--- config.mk ---
export PLATFORM = sky130hd
export DESIGN_NAME = regfile_scoreboard_flat
export DESIGN_NICKNAME = d
export VERILOG_FILES = /design/src/rtl/regfile_scoreboard_if.sv /design/src/rtl/regfile_scoreboard.sv /design/src/flat_wrapper.sv
export SDC_FILE = /design/constraint.sdc
export NUM_CORES = 2
export LEC_CHECK = 0
export CAP_MARGIN = 20
export CORE_ASPECT_RATIO = 1.5
export CORE_MARGIN = 4
export CORE_UTILIZATION = 60
export DETAILED_ROUTE_END_ITERATION = 12
export GPL_ROUTABILITY_DRIVEN = 0
export PLACE_DENSITY = 0.8
export SLEW_MARGIN = 20
export SYNTH_ARGS = -nofsm -noshare
export SYNTH_HDL_FRONTEND = slang
export SYNTH_SLANG_ARGS = --single-unit
--- constraint.sdc ---
create_clock -name clk -period 5.85 [get_ports clk]
set_clock_uncertainty 0.2 [all_clocks]
set_input_delay 0.585 -clock clk [delete_from_list [all_inputs] [get_ports clk]]
set_output_delay 0.585 -clock clk [all_outputs]
set_load 0.01 [all_outputs]
--- src/rtl/regfile_scoreboard_if.sv ---
// regfile_scoreboard_if: decode/writeback bundle for the register file.
// master = pipeline side, slave = register file.
interface regfile_scoreboard_if #(
   parameter int XLEN = 32,
   parameter int AW   = 5
);
   logic [AW-1:0]   wr_addr;
   logic [XLEN-1:0] wr_data;
   logic            wr_enable;
   logic [AW-1:0]   rs1_addr;
   logic [AW-1:0]   rs2_addr;
   logic [XLEN-1:0] rs1_data;
   logic [XLEN-1:0] rs2_data;
   logic            rs1_busy;
   logic            rs2_busy;
   logic            issue_valid;
   logic [AW-1:0]   issue_rd;
   logic            issue_stall;
   logic            flush;

   modport master (
      output wr_addr, wr_data, wr_enable,
      output rs1_addr, rs2_addr,
      output issue_valid, issue_rd, flush,
      input  rs1_data, rs2_data,
      input  rs1_busy, rs2_busy,
      input  issue_stall
   );

   modport slave (
      input  wr_addr, wr_data, wr_enable,
      input  rs1_addr, rs2_addr,
      input  issue_valid, issue_rd, flush,
      output rs1_data, rs2_data,
      output rs1_busy, rs2_busy,
      output issue_stall
   );
endinterface

--- src/rtl/regfile_scoreboard.sv ---
// regfile_scoreboard: 2R/1W integer register file with pending-write counters.
// Define REGFILE_BYPASS_EN for same-cycle write-through on the read ports.
module regfile_scoreboard #(
   parameter int XLEN  = 32,
   parameter int NREGS = 32,
   parameter int CNT_W = 2
) (
   input logic                clk,
   input logic                reset,
   regfile_scoreboard_if.slave bus
);
   localparam int AW = $clog2(NREGS);
   localparam logic [CNT_W-1:0] CMAX = '1;

   logic [XLEN-1:0]  regs [NREGS];
   logic [CNT_W-1:0] cnt  [NREGS];
   logic [NREGS-1:0] inc;
   logic [NREGS-1:0] dec;
   logic             wr_ok;

   assign wr_ok = bus.wr_enable && (bus.wr_addr != '0);

   // stall when the destination's counter is already saturated
   always_comb begin
      bus.issue_stall = bus.issue_valid && (bus.issue_rd != '0) &&
                        (cnt[bus.issue_rd] == CMAX);
   end

   // per-register increment/decrement requests; x0 never participates
   always_comb begin
      inc = '0;
      dec = '0;
      for (int r = 1; r < NREGS; r++) begin
         inc[r] = bus.issue_valid && (bus.issue_rd == AW'(r)) &&
                  !bus.issue_stall;
         dec[r] = bus.wr_enable && (bus.wr_addr == AW'(r)) &&
                  (cnt[r] != '0);
      end
   end

   // data array: cleared on reset, x0 writes dropped, flush does not block
   always_ff @(posedge clk) begin
      if (reset) begin
         for (int r = 0; r < NREGS; r++) regs[r] <= '0;
      end else if (wr_ok) begin
         regs[bus.wr_addr] <= bus.wr_data;
      end
   end

   // pending counters: reset/flush clear, inc and dec cancel out
   always_ff @(posedge clk) begin
      for (int r = 0; r < NREGS; r++) begin
         if (reset || bus.flush) cnt[r] <= '0;
         else if (inc[r] && !dec[r]) cnt[r] <= cnt[r] + CNT_W'(1);
         else if (dec[r] && !inc[r]) cnt[r] <= cnt[r] - CNT_W'(1);
      end
   end

   // read port 1, optionally forwarding the write in flight
   always_comb begin
      bus.rs1_data = '0;
      bus.rs1_busy = 1'b0;
      if (bus.rs1_addr != '0) begin
         bus.rs1_data = regs[bus.rs1_addr];
         bus.rs1_busy = (cnt[bus.rs1_addr] != '0);
`ifdef REGFILE_BYPASS_EN
         if (wr_ok && (bus.wr_addr == bus.rs1_addr)) begin
            bus.rs1_data = bus.wr_data;
            if (cnt[bus.rs1_addr] == CNT_W'(1)) bus.rs1_busy = 1'b0;
         end
`endif
      end
   end

   // read port 2, same behavior as port 1
   always_comb begin
      bus.rs2_data = '0;
      bus.rs2_busy = 1'b0;
      if (bus.rs2_addr != '0) begin
         bus.rs2_data = regs[bus.rs2_addr];
         bus.rs2_busy = (cnt[bus.rs2_addr] != '0);
`ifdef REGFILE_BYPASS_EN
         if (wr_ok && (bus.wr_addr == bus.rs2_addr)) begin
            bus.rs2_data = bus.wr_data;
            if (cnt[bus.rs2_addr] == CNT_W'(1)) bus.rs2_busy = 1'b0;
         end
`endif
      end
   end
endmodule

--- src/flat_wrapper.sv ---
// flat-port wrapper written by rule: the top's interface ports become plain ports
module regfile_scoreboard_flat 
#(
   parameter int XLEN  = 32,
   parameter int NREGS = 32,
   parameter int CNT_W = 2
)
  (clk, reset, bus_wr_addr, bus_wr_data, bus_wr_enable, bus_rs1_addr, bus_rs2_addr, bus_issue_valid, bus_issue_rd, bus_flush, bus_rs1_data, bus_rs2_data, bus_rs1_busy, bus_rs2_busy, bus_issue_stall);
  regfile_scoreboard_if #(.XLEN(XLEN), .AW(5)) bus_i ();
  input logic clk;
  input logic reset;
  input wire logic [$bits(bus_i.wr_addr)-1:0] bus_wr_addr;
  input wire logic [$bits(bus_i.wr_data)-1:0] bus_wr_data;
  input wire logic [$bits(bus_i.wr_enable)-1:0] bus_wr_enable;
  input wire logic [$bits(bus_i.rs1_addr)-1:0] bus_rs1_addr;
  input wire logic [$bits(bus_i.rs2_addr)-1:0] bus_rs2_addr;
  input wire logic [$bits(bus_i.issue_valid)-1:0] bus_issue_valid;
  input wire logic [$bits(bus_i.issue_rd)-1:0] bus_issue_rd;
  input wire logic [$bits(bus_i.flush)-1:0] bus_flush;
  output wire logic [$bits(bus_i.rs1_data)-1:0] bus_rs1_data;
  output wire logic [$bits(bus_i.rs2_data)-1:0] bus_rs2_data;
  output wire logic [$bits(bus_i.rs1_busy)-1:0] bus_rs1_busy;
  output wire logic [$bits(bus_i.rs2_busy)-1:0] bus_rs2_busy;
  output wire logic [$bits(bus_i.issue_stall)-1:0] bus_issue_stall;
  assign bus_i.wr_addr = bus_wr_addr;
  assign bus_i.wr_data = bus_wr_data;
  assign bus_i.wr_enable = bus_wr_enable;
  assign bus_i.rs1_addr = bus_rs1_addr;
  assign bus_i.rs2_addr = bus_rs2_addr;
  assign bus_i.issue_valid = bus_issue_valid;
  assign bus_i.issue_rd = bus_issue_rd;
  assign bus_i.flush = bus_flush;
  assign bus_rs1_data = bus_i.rs1_data;
  assign bus_rs2_data = bus_i.rs2_data;
  assign bus_rs1_busy = bus_i.rs1_busy;
  assign bus_rs2_busy = bus_i.rs2_busy;
  assign bus_issue_stall = bus_i.issue_stall;
  regfile_scoreboard #(.XLEN(XLEN), .NREGS(NREGS), .CNT_W(CNT_W)) u_core (.clk(clk), .reset(reset), .bus(bus_i));
endmodule
==> metrics.cfg <==
[synthesis]
synth_cell_types = 57
yosysWarningCount = 0
ys_seq_elements = 1086
synth_edf_count = 1086
syn_area_um2 = 59550
avgSynthCellArea_um2 = 15.47
ys_async_sr_fraction = 0
yosysSeqAreaShare = 0.5477
ys.flop_type = edfxtp_1
synthCells = 3850

[cts]
clk_pin_slew_ns = 0.07
cts_tree = done
clock_latency_ns = 0.72
htreeDepth = 3
clock_sinks = 1086
cts_buffers = 101
cts-resized-gates = 0
clock_path_buffers = 3
postCtsHoldBufs = 0
cts_root_buffer = clkbuf_16
post_cts_buffers = 0

[detailed_routing]
vias = 38360
drtIter0Drc = 6358
wl_um = 191800
drc = 0
detail_route.wl_per_cell_um = 36.63
viasPerCell = 7.327
ant_nets = 0
dr.pass1.iters = 6

[timing]
tns_ns = 0
rsz0062_at_grt = false
tightest_slew_ns = 1.188
relSlewSlack = 0.2081
period_share = 0.8136
slew_viol_final = 0
fmax_mhz = 210.1
finalSetupViolCount = 0
hold_viol_final = 0
holdWs_ns = 0.2098
period_needed_ns = 4.760

[placement]
place_inst = 5031
post-dp-hpwl_um = 111600
dpl_cell_area_um2 = 62380
port_buffers = 123

[critical_path]
max_stage_delay_ns = 0.58
end_kind = output pin
cp-startpoint = bus_rs1_addr[0]
r2r_start = u_core.cnt[12][1]$_DFFE_PP_
crit_family = multiplexers
start_kind = primary input
worstPathArrival_ns = 3.97
path_max_fanout = 67
path_common_cell = mux4_2
cp_cell_sequence = buf_8, buf_12, mux4_2, mux4_2, mux2i_1, nor2_1, clkdlybuf4s50_1
rrSetupSlack_ns = 3.12
path_class = in2out
path_buf_inv = 3
cp_data_required_time_ns = 5.07
crit_path_top_delay_cell = buf_8

[global_routing]
busiest_layer = met2
overflow = 0
grt_max_degree = 88
antenna_found_initial = 18
track_usage = 0.3678
grt_pass1_vias = 38660
use_met3 = 0.09371
use_met1 = 0.4598
grt_pass1_wl_um = 273000
grt.met2_usage = 0.5837

[pwr]
p_leak_uw = 0.02219
irDropWorstVdd_mv = 0.2810
power_density_nw_per_um2 = 280.7

[final_layout]
postLayoutCoreUtil = 0.6672
areaGrowthSynthToFinish_pct = 10.30
nets = 3934
drive_above_1_share = 0.2642
final_cells = 5235
stdcell_area_um2 = 65680

[die]
io_pins = 124
initial_core_util = 0.6049
fp-row-count = 141
dieArea_um2 = 104500
core-area_um2 = 98440
die_x_um = 265.2
die_y_um = 393.8

[outcome]
run_status = completed

[min_path]
hold_class = in2reg
worstHoldStart = reset

[job]
maxCapViolations = 0

-- cell usage in the layout (no fill, tap or decap), drive strengths merged, types with 18 or more instances in the layout --
cell type	n
clkbuf	112
mux2	22
ha	30
edfxtp	1086
inv	67
mux2i	82
xor2	24
conb	32
nand2	66
a211oi	18
nor3	71
and2	996
diode	19
or2	32
nand3	29
buf	139
mux4	639
a21oi	42
clkinv	52
or3	39
clkdlybuf4s50	111
nor2	133
-- final cells by class --
class                           instances  area [um2]
Antenna cell                           19       47.55
Fill cell                            6496       32760
Inverter                               64       240.2
Tap cell                             1287        1610
Clock inverter                         73       669.4
Timing Repair Buffer                  250        2410
Sequential cell                      1086       32610
Clock buffer                          112        2590
Multi-Input combinational cell       2344       25500
-- kinds of logic after synthesis --
| logic type | count (synthesis) | synth area share |
|---|---|---|
| compound gates | 98 | 0.01151 |
| xor+xnor | 29 | 0.004265 |
| fa+ha+maj | 30 | 0.006304 |
| buf+inv | 451 | 0.03032 |
| flops | 1086 | 0.5477 |
| mux | 743 | 0.2598 |
| other cells | 1 | 0.00006298 |
| simple gates | 1412 | 0.1400 |
-- through the flow --
stage / power [uW] / setup WS [ns]
floorplan: 10800 / 2.560
global placement: 11780 / 1.114
detailed placement: 11850 / 1.077
CTS: 18380 / 1.078
global route: 18860 / 0.9583
finish: 18440 / 1.090
-- worst reg2reg max path, cell delays in order (launching register included) --
cell and delay, ns:
edfxtp_1 0.48, mux4_2 0.52, a22oi_1 0.27, o31ai_4 0.20, a21oi_1 0.45, xor2_1 0.24, nand2_1 0.11
-- state kept, by name, summed over array words and instances (netlist names) --
| name | cells |
|---|---|
| u_core.cnt | 62 |
| u_core.regs | 1024 |
-- report_power, final --
part           switching, uW  internal (uW)
Sequential               239           8990
Combinational           1370           1150
Clock                   3010           3670
-- cells in the mapped netlist (3+ instances only) --
cell type	number	area share
ha_1	30	0.0063
or2_2	32	0.0034
clkbuf_1	289	0.018
mux2i_1	81	0.014
nor4_1	3	0.00032
edfxtp_1	1086	0.55
a22o_1	10	0.0015
xor2_1	24	0.0035
nor3_1	63	0.0053
a211oi_1	14	0.0018
and2_1	995	0.10
xnor2_1	5	0.00074
nand2b_1	3	0.00032
nor3_2	8	0.0013
or3b_1	3	0.00044
nand4_1	5	0.00053
mux4_2	639	0.24
a221oi_1	3	0.00044
buf_2	68	0.0057
nor2b_1	7	0.00074
nand3_1	29	0.0024
or3_1	39	0.0041
a211oi_2	4	0.00084
a21oi_1	42	0.0035
buf_6	3	0.00057
nand2_1	66	0.0042
buf_1	25	0.0016
inv_1	64	0.0040
nand3b_1	11	0.0014
o31ai_1	7	0.00088
or4_1	4	0.00050
nor2_1	133	0.0084
mux2_2	22	0.0042
o21ai_0	4	0.00034
or3b_2	3	0.00044
-- worst paths after layout --
check | cells past startpoint | endpoint
max | 7 | bus_rs1_data[0]
min | 1 | u_core.regs[0][4]$_SDFFCE_PN0P_
max reg2reg | 6 | u_core.cnt[7][0]$_DFFE_PP_
min reg2reg | 1 | u_core.cnt[2][0]$_DFFE_PP_
-- metal layers --
| layer | part of all wire | vias to the layer above |
|---|---|---|
| met1 | 0.31 | 19340 |
| li1 | - | 14760 |
| met3 | 0.14 | 803 |
| met4 | 0.070 | 6 |
| met5 | 0.00019 | - |
| met2 | 0.48 | 3443 |
No activity file was read; power rests on OpenSTA's default activity.
==> variant: new RTL, same settings <==
Build with the macro `REGFILE_BYPASS_EN` defined.
--- a/src/rtl/regfile_scoreboard.sv
+++ b/src/rtl/regfile_scoreboard.sv
@@ -1,4 +1,6 @@
 // regfile_scoreboard: 2R/1W integer register file with pending-write counters.
 // Define REGFILE_BYPASS_EN for same-cycle write-through on the read ports.
+`define REGFILE_BYPASS_EN
+
 module regfile_scoreboard #(
    parameter int XLEN  = 32,
Check against the original RTL: not settled (the Yosys comparison gave no result); the edit may change what the design does.
==> variant against the unedited design <==
- via count up 3.2%
- design area rose by 1.4%
- total power shrank 0.76%
- setup slack got worse by 410 ps
- non-clock buffer count rose by 1
- sequential cell count is the same
- first-iteration DRC count shrank 0.47%
- area after synthesis increased by 1.9%
- wire length up 1.5%
- hold slack better by 34 ps
- critical endpoint is now bus_rs2_data[24]
- largest power group unchanged
==> variant: results (changes against the unedited design) <==
| Metric | Value |
|---|---|
| WL final | 194500 um (+1.5%) |
| Largest regs | u_core.regs (1024), u_core.cnt (62) |
| Clk slew on worst S/H paths | 70 ps (about the same) |
| Sequential share of the synthesized area | 53.75% (-1.0 points) |
| Number of buffers created by CTS | 101 (unchanged) |
| Post-synth ARST share | 0% (unchanged) |
| Most frequent cells after synthesis | edfxtp_1, and2_1, mux4_2 |
| Status | finished clean |
| DP HPWL | 113100 um (+1.3%) |
| DRT iter0 DRCs | 6328 (-0.47%) |
| Mux cell area share after synthesis | 25.32% (-0.66 points) |
| Setup Buffers After CTS | 0 (unchanged) |
| Initial antenna violation count | 15 (-3) |
| Fill cells | 6669 (+2.7%) |
| First-pass GRT wire length | 277200 um (+1.5%) |
| Yosys warns | 0 (unchanged) |
| WP data arrival | 4390 ps (+420 ps) |
| Top area cells in the synthesized netlist | edfxtp_1, mux4_2, and2_1, clkbuf_1, a221o_1 |
| First drt pass iteration count | 8 (+2) |
| Ys flop type | edfxtp_1 |
| Crit Path Max Fanout | 10 (-85%) |
| Peak supply drop | 0.2977 mV (+6.0%) |
| Worst Hold Class | primary input to flop |
| Worst-Skew Late Latency | 720 ps (about the same) |
| Layout cells sized above 1 | 26.19% (-0.23 points) |
| Cell variety after synth | 61 (+7.0%) |
| Leak pwr | 22.44 nW (+1.1%) |
| Slew @ Worst Pin | 1269 ps (+81.09 ps) |
| Via Count | 39570 (+3.2%) |
| Int Pwr | 13.71 mW (-0.76%) |
| Worst hold stages | 1 (unchanged) |
| Setup slack after placement | 807.7 ps (-269.1 ps) |
| Largest net degree at the start of global routing | 78 (-11%) |
| Compound-gate portion of the synthesized area | 2.196% (+1.0 points) |
| CTS max path bufs | 3 (unchanged) |
| Overall Global Routing Usage | 36.86% (+0.079 points) |
| Resized Gates After CTS | 0 (unchanged) |
| IO Port Bufs | 123 (unchanged) |
| Fin nets | 4002 (+1.7%) |
| DIE AREA | 106400 um2 (+1.8%) |
| Htree depth | 3 (unchanged) |
| Post-synthesis xor/xnor area fraction | 0.6063% (+0.18 points) |
| Max-cap violation count | 0 (unchanged) |
| CTS root buffer | clkbuf_16 |
| Adder-cell share of the synthesized area | 0.6187% (-0.012 points) |
| EDFF count, synth | 1086 (unchanged) |
[variant: path summary, 6_finish.rpt]
path,startpoint,slack (ps),to
worst max-delay path,bus_wr_addr[2],680,bus_rs2_data[24]
worst min-delay path,reset,240,u_core.regs[0][8]$_SDFFCE_PN0P_
worst max register to register,u_core.cnt[6][1]$_DFFE_PP_,2960,u_core.cnt[14][0]$_DFFE_PP_
worst min register to register,u_core.cnt[17][0]$_DFFE_PP_,440,u_core.cnt[17][0]$_DFFE_PP_
[variant: cell type report]
cell class	count	area, um2	area share, %
clock inverter	67	499.2	0.7497
timing repair buffer	251	2514	3.775
antenna	8	20.02	0.03006
multi-input combinational	2411	26410	39.65
inverter	64	240.2	0.3607
tap	1296	1622	2.435
sequential	1086	32610	48.97
clock buffer	119	2680	4.024
[variant: logic make-up (layout without fill, tap and decap cells)]
family,count (synthesis),in the layout
compound gates,166,166
xor+xnor,42,42
simple gates,1434,1434
other cells,1,40
flops,1086,1086
buf+inv,477,501
mux,707,707
fa+ha+maj,30,30
[variant: critical path, cell delays in order]
cell             delay [ps]
clkdlybuf4s50_1         570
or3_1                   650
o31ai_4                 390
nor4_4                  120
nor3_4                 1010
buf_4                   320
a221o_1                 170
clkdlybuf4s50_1         560
[variant: power groups by stage]
stage                     combinational, mW  clock, mW  sequential, mW
after floorplan                        1.60          0            9.27
after global placement                 2.47          0            9.34
after detailed placement               2.50          0            9.38
after CTS                              2.51       6.51            9.22
after global routing                   2.63       6.84            9.26
final                                  2.55       6.51            9.24
[variant: routing by layer]
| metal | share of wire, % | global-route usage, % | wire length [um] |
|---|---|---|---|
| met5 | 0.020 | 0 | 39 |
| met1 | 30 | 44.73 | 58190 |
| met2 | 48 | 58.28 | 92930 |
| met4 | 8.6 | 25.34 | 16690 |
| met3 | 14 | 9.527 | 26690 |
[variant: metrics by stage]
| step | std cells | utilization (%) | power [mW] | cell area, um2 |
|---|---|---|---|---|
| global route | 5294 | 66.44 | 18.73 | 66570 |
| detailed placement | 5108 | 63.29 | 11.88 | 63420 |
| floorplan | 3974 | - | 10.87 | 60790 |
| global placement | 5108 | 63.29 | 11.81 | 63420 |
| finish | 5302 | 66.46 | 18.30 | 66590 |
| CTS | 5294 | 66.46 | 18.24 | 66600 |
